File: src/rtl/serial_word_tx_pkg.sv
// Shared definitions for the serial word transmitter: FSM state encoding and
// default sizing constants also used by the detector benches.
package serial_word_tx_pkg;

  typedef enum logic [1:0] {
    TX_IDLE  = 2'd0,
    TX_SHIFT = 2'd1,
    TX_GAP   = 2'd2
  } tx_state_t;

  localparam int DEF_WIDTH = 8;
  localparam int DEF_GAP   = 0;
  localparam int GAP_CNT_W = 8;

endpackage

File: src/rtl/serial_word_tx_shreg.sv
// Loadable WIDTH-bit shift register; head is the next bit to be sent, taken
// from the MSB or LSB end depending on MSB_FIRST.
module serial_shreg
  import serial_word_tx_pkg::*;
#(
  parameter int WIDTH     = DEF_WIDTH,
  parameter bit MSB_FIRST = 1'b1
) (
  input  logic             clk,
  input  logic             rst,
  input  logic             load,
  input  logic             shift,
  input  logic [WIDTH-1:0] d,
  output logic             head
);

  logic [WIDTH-1:0] data_reg;
  logic [WIDTH-1:0] data_next;
  logic [WIDTH-1:0] shifted;

  generate
    if (MSB_FIRST) begin : g_msb
      assign shifted = {data_reg[WIDTH-2:0], 1'b0};
      assign head    = data_reg[WIDTH-1];
    end else begin : g_lsb
      assign shifted = {1'b0, data_reg[WIDTH-1:1]};
      assign head    = data_reg[0];
    end
  endgenerate

  // Load wins over shift so a back-to-back word replaces the spent one.
  always_comb begin
    data_next = data_reg;
    if (load) begin
      data_next = d;
    end else if (shift) begin
      data_next = shifted;
    end
  end

  always_ff @(posedge clk or negedge rst) begin
    if (!rst) begin
      data_reg <= '0;
    end else begin
      data_reg <= data_next;
    end
  end

endmodule

File: src/rtl/serial_word_tx.sv
// Parallel-to-serial front end: accepts words on valid/ready and streams them
// one bit per clock, with an optional idle gap after each word.
module serial_word_tx
  import serial_word_tx_pkg::*;
#(
  parameter int WIDTH      = DEF_WIDTH,
  parameter bit MSB_FIRST  = 1'b1,
  parameter int GAP        = DEF_GAP,
  parameter bit IDLE_LEVEL = 1'b0
) (
  input  logic             clk,
  input  logic             rst,
  input  logic [WIDTH-1:0] in_data,
  input  logic             in_valid,
  output logic             in_ready,
  output logic             ser_out,
  output logic             ser_valid,
  output logic             word_done,
  output logic             busy
);

  localparam int CNT_W = $clog2(WIDTH);
  localparam logic [CNT_W-1:0] BIT_LAST = CNT_W'(WIDTH - 1);
  localparam logic [GAP_CNT_W-1:0] GAP_LAST = (GAP > 0) ? GAP_CNT_W'(GAP - 1) : '0;

  tx_state_t            state_reg, state_next;
  logic [CNT_W-1:0]     bit_cnt_reg, bit_cnt_next;
  logic [GAP_CNT_W-1:0] gap_cnt_reg, gap_cnt_next;
  logic                 armed_reg;
  logic                 last_bit;
  logic                 accept;
  logic                 load;
  logic                 shift;
  logic                 head;

  serial_shreg #(
    .WIDTH     (WIDTH),
    .MSB_FIRST (MSB_FIRST)
  ) u_shreg (
    .clk   (clk),
    .rst   (rst),
    .load  (load),
    .shift (shift),
    .d     (in_data),
    .head  (head)
  );

  assign last_bit = (state_reg == TX_SHIFT) && (bit_cnt_reg == BIT_LAST);
  // armed_reg keeps in_ready low until the first edge after reset release.
  assign in_ready = armed_reg && ((state_reg == TX_IDLE) || ((GAP == 0) && last_bit));
  assign accept   = in_valid && in_ready;

  always_comb begin
    state_next   = state_reg;
    bit_cnt_next = bit_cnt_reg;
    gap_cnt_next = gap_cnt_reg;
    load         = 1'b0;
    shift        = 1'b0;
    case (state_reg)
      TX_IDLE: begin
        if (accept) begin
          load         = 1'b1;
          bit_cnt_next = '0;
          state_next   = TX_SHIFT;
        end
      end
      TX_SHIFT: begin
        if (bit_cnt_reg == BIT_LAST) begin
          if (GAP > 0) begin
            state_next   = TX_GAP;
            gap_cnt_next = '0;
          end else if (accept) begin
            load         = 1'b1;
            bit_cnt_next = '0;
          end else begin
            state_next = TX_IDLE;
          end
        end else begin
          shift        = 1'b1;
          bit_cnt_next = bit_cnt_reg + 1'b1;
        end
      end
      TX_GAP: begin
        if (gap_cnt_reg == GAP_LAST) begin
          state_next = TX_IDLE;
        end else begin
          gap_cnt_next = gap_cnt_reg + 1'b1;
        end
      end
      default: state_next = TX_IDLE;
    endcase
  end

  always_ff @(posedge clk or negedge rst) begin
    if (!rst) begin
      state_reg   <= TX_IDLE;
      bit_cnt_reg <= '0;
      gap_cnt_reg <= '0;
      armed_reg   <= 1'b0;
    end else begin
      state_reg   <= state_next;
      bit_cnt_reg <= bit_cnt_next;
      gap_cnt_reg <= gap_cnt_next;
      armed_reg   <= 1'b1;
    end
  end

  assign ser_valid = (state_reg == TX_SHIFT);
  assign ser_out   = ser_valid ? head : IDLE_LEVEL;
  assign word_done = last_bit;
  assign busy      = (state_reg != TX_IDLE);

endmodule

File: config.mk
export PLATFORM = sky130hd
export DESIGN_NAME = serial_word_tx
export DESIGN_NICKNAME = d
export VERILOG_FILES = /design/src/rtl/serial_word_tx_pkg.sv /design/src/rtl/serial_word_tx_shreg.sv /design/src/rtl/serial_word_tx.sv
export SDC_FILE = /design/constraint.sdc
export NUM_CORES = 1
export LEC_CHECK = 0
export ABC_AREA = 1
export ABC_CLOCK_PERIOD_IN_PS = 2100
export CORE_UTILIZATION = 46
export DETAILED_ROUTE_END_ITERATION = 12
export MAX_ROUTING_LAYER = met4
export PLACE_DENSITY = 0.86
export SLEW_MARGIN = 0
export SYNTH_ARGS = -nofsm -noshare
export SYNTH_HDL_FRONTEND = slang
export SYNTH_HIERARCHICAL = 1
export SYNTH_SLANG_ARGS = --single-unit
File: constraint.sdc
create_clock -name clk -period 2.1 [get_ports clk]
set_clock_uncertainty 0.15 [all_clocks]
set_input_delay 0.42 -clock clk [delete_from_list [all_inputs] [get_ports clk]]
set_output_delay 0.42 -clock clk [all_outputs]
set_load 0.005 [all_outputs]
==> flow_summary.toml <==
[logic_synthesis]
synth-simple-area-share_pct = 29.1
synthAdderAreaFrac_pct = 3.88
synthDistinctLibCells = 15
synth_area_leaders = "dfrtp_1 50%, nand2_1 11%, nand3_1 11%, inv_1 5.8%, ha_1 3.9%"
async_flop_share_pct = 100
synthesis.area_um2 = 644
netlist_instances = 75
synth-compound-area-share_pct = 4.85
synth_flop_cell = "dfrtp_1"
synth_nets = 88
ys_ff_latch = 13
seq_area_frac_synth_pct = 50.5
synth_mux_area_share_pct = 0
ys_warn_count = 6
synth_edf_count = 0
synth_area_per_cell_um2 = 8.59
post-synth-top-count-cell = "nand2_1"
synthTopCellsByCount = "19 x nand2_1, 14 x nand3_1, 13 x dfrtp_1"
synth_xor_area_share_pct = 0
synth_top_area_share_pct = 50.5
synth_top_area_cell = "dfrtp_1"
synth_top_family_by_area = "simple AND/OR/NAND/NOR gates"

[global_routing]
grt_max_degree = 14
overflow = 0
antenna_found_initial = 0
grt_pass1_vias = 432
grt_usage_pct = 17.6
grt_pass1_wl_um = 1790

[floorplan]
ios = 16
initial_core_util_pct = 49.5
die_height_um = 39.4
rows = 13
dieArea_um2 = 1550
fp.coreArea_um2 = 1300
dieWidth_um = 39.4

[layout]
regArea_um2 = 325
nFillCells = 107
multi_input_area_um2 = 263
largest_register_ffs = 8
drive_above_1_share_pct = 14.9
n_antenna_cell = 0
syn_to_final_growth_pct = 32.0
stdcell_count = 109
num-nets-final = 108

[route]
final_antenna_net_count = 0
post-route-drc-count = 0
vias = 525
wl_per_cell_um = 9.74
wirelength_um = 1060
first_pass_iters = 4
drt-initial-drc-count = 7
via_per_inst = 4.82

[setup_path]
path_cells = "ha_2, ha_4, inv_1, nand2_2, inv_2, nor2_1, clkdlybuf4s15_1"
worst-setup-path-type = "reg -> out"
cp_num_buf_inv = 3
max_stage_delay_ns = 0.41
reg2regPathDepth = 11
critPathArrivalTime_ns = 1.44
required_ns = 1.53
start_kind = "flip-flop"
cp_top_family = "flip-flops"
critPathSlowestCell = "dfrtp_1"
path_depth = 7
crit_fanout = 3
endpoint_kind = "output pin"

[sta]
slew_violations = 0
period_share_pct = 95.6
layout_min_cycle_time_ns = 2.01
worst_pin_slew_ns = 0.565
rsz0062_at_grt = "false"
setup-violations-final = 0
hold_viol_final = 0
finalSetupTns_ns = 0
fin_ws_ns = 0.0934
max_slew_margin_pct = 62.2
fmax_mhz = 498

[power_and_ir_drop]
power_mw = 1.06
power_density_nw_per_um2 = 1240
leakagePower_nw = 0.430
ir_worst_vdd_mv = 0.659

[place]
dp_slack_ns = 0.0383
dpl.hpwl_um = 791
place_congestion = 0.749
io_buffers = 15
dp_cells = 104

[cts]
clk-insertion-delay-late_ns = 0.27
cts_tree = "yes"
clock-root-buffer = "clkbuf_4"
clockBufferDepth = 2
clkTransAtPathRegs_ns = 0.08
cts_buffers = 3
clkSinkCount = 13
postCtsHoldBufs = 0
ctsHtreeMaxLevel = 1

[min_path]
hold_depth = 2
holdCritPathClass = "reg -> reg"

[run_status]
status = "finished clean"

[job]
max_cap_violations = 0
-- worst paths after layout --
kind,from,to,slack (ns)
max in group asynchronous,rst,armed_reg,1.08
hold reg to reg,u_shreg/data_reg[0],u_shreg/data_reg[0],0.33
min in group asynchronous,rst,u_shreg/data_reg[5],0.36
hold / removal,u_shreg/data_reg[0],u_shreg/data_reg[0],0.33
setup reg to reg,bit_cnt_reg[0],u_shreg/data_reg[6],0.16
setup / recovery,bit_cnt_reg[0],in_ready,0.09
-- stage by stage --
stage / utilization (%) / hold WS, ns / area [µm²]
6_report: 65.4 / 0.334 / 851
5_1_grt: 65.4 / 0.361 / 851
4_1_cts: 65.3 / 0.341 / 850
3_5_place_dp: 61.6 / 0.322 / 802
3_3_place_gp: 61.6 / 0.310 / 802
2_1_floorplan: - / -0.0256 / 644
-- routing by layer --
metal | vias up | GRT usage [%] | routed length [µm]
met5 | - | - | 0
met4 | 0 | 7.76 | 0
met3 | 0 | 3.41 | 31
met2 | 11 | 24.6 | 532
met1 | 242 | 24.6 | 499
li1 | 272 | - | -
-- timing repair --
action                                  CTS  global route
endpoints found under the setup margin    2             1
pin swaps                                 1             1
endpoints found under the hold margin     0             0
gates cloned                              0             0
setup buffers                             1             0
resized for setup                         5             1
-- report_power, final --
| part | switching, mW | leakage (nW) | internal [mW] |
|---|---|---|---|
| Clock | 0.0827 | 0.0177 | 0.0705 |
| Combinational | 0.254 | 0.246 | 0.254 |
| Sequential | 0.0576 | 0.165 | 0.340 |
-- final cells by class --
type | instances | area share (%)
clock inverters | 1 | 0.588
well taps | 15 | 2.21
repair buffers | 18 | 20.1
flip-flops and latches | 13 | 38.2
clock buffers | 3 | 2.65
multi-input cells | 47 | 30.9
inverters | 12 | 5.29
-- layout by cell type (no fill, tap or decap), types with 2 or more instances in the layout --
| cell type | instances |
|---|---|
| nand2_1 | 19 |
| nand3_1 | 14 |
| dfrtp_1 | 13 |
| clkdlybuf4s50_1 | 13 |
| inv_1 | 10 |
| nor2_1 | 4 |
| o21bai_1 | 3 |
| clkbuf_4 | 3 |
| buf_4 | 3 |
| inv_2 | 2 |
-- cell families after synthesis --
family,Yosys count
and+or+nand+nor,40
other,1
AOI/OAI and AO/OA,4
buffers and inverters,15
DFF,13
adders and majority gates,2
-- worst reg2reg max path: stages, from the launching register on --
cell and delay (ns):
dfrtp_1 0.38, ha_2 0.20, ha_4 0.13, inv_1 0.04, nand2_2 0.07, inv_2 0.04
buf_4 0.17, nor3_1 0.17, buf_4 0.24, inv_2 0.09, nand3_1 0.08, nand3_1 0.08
Note: power is estimated with default switching activity, not from simulation.
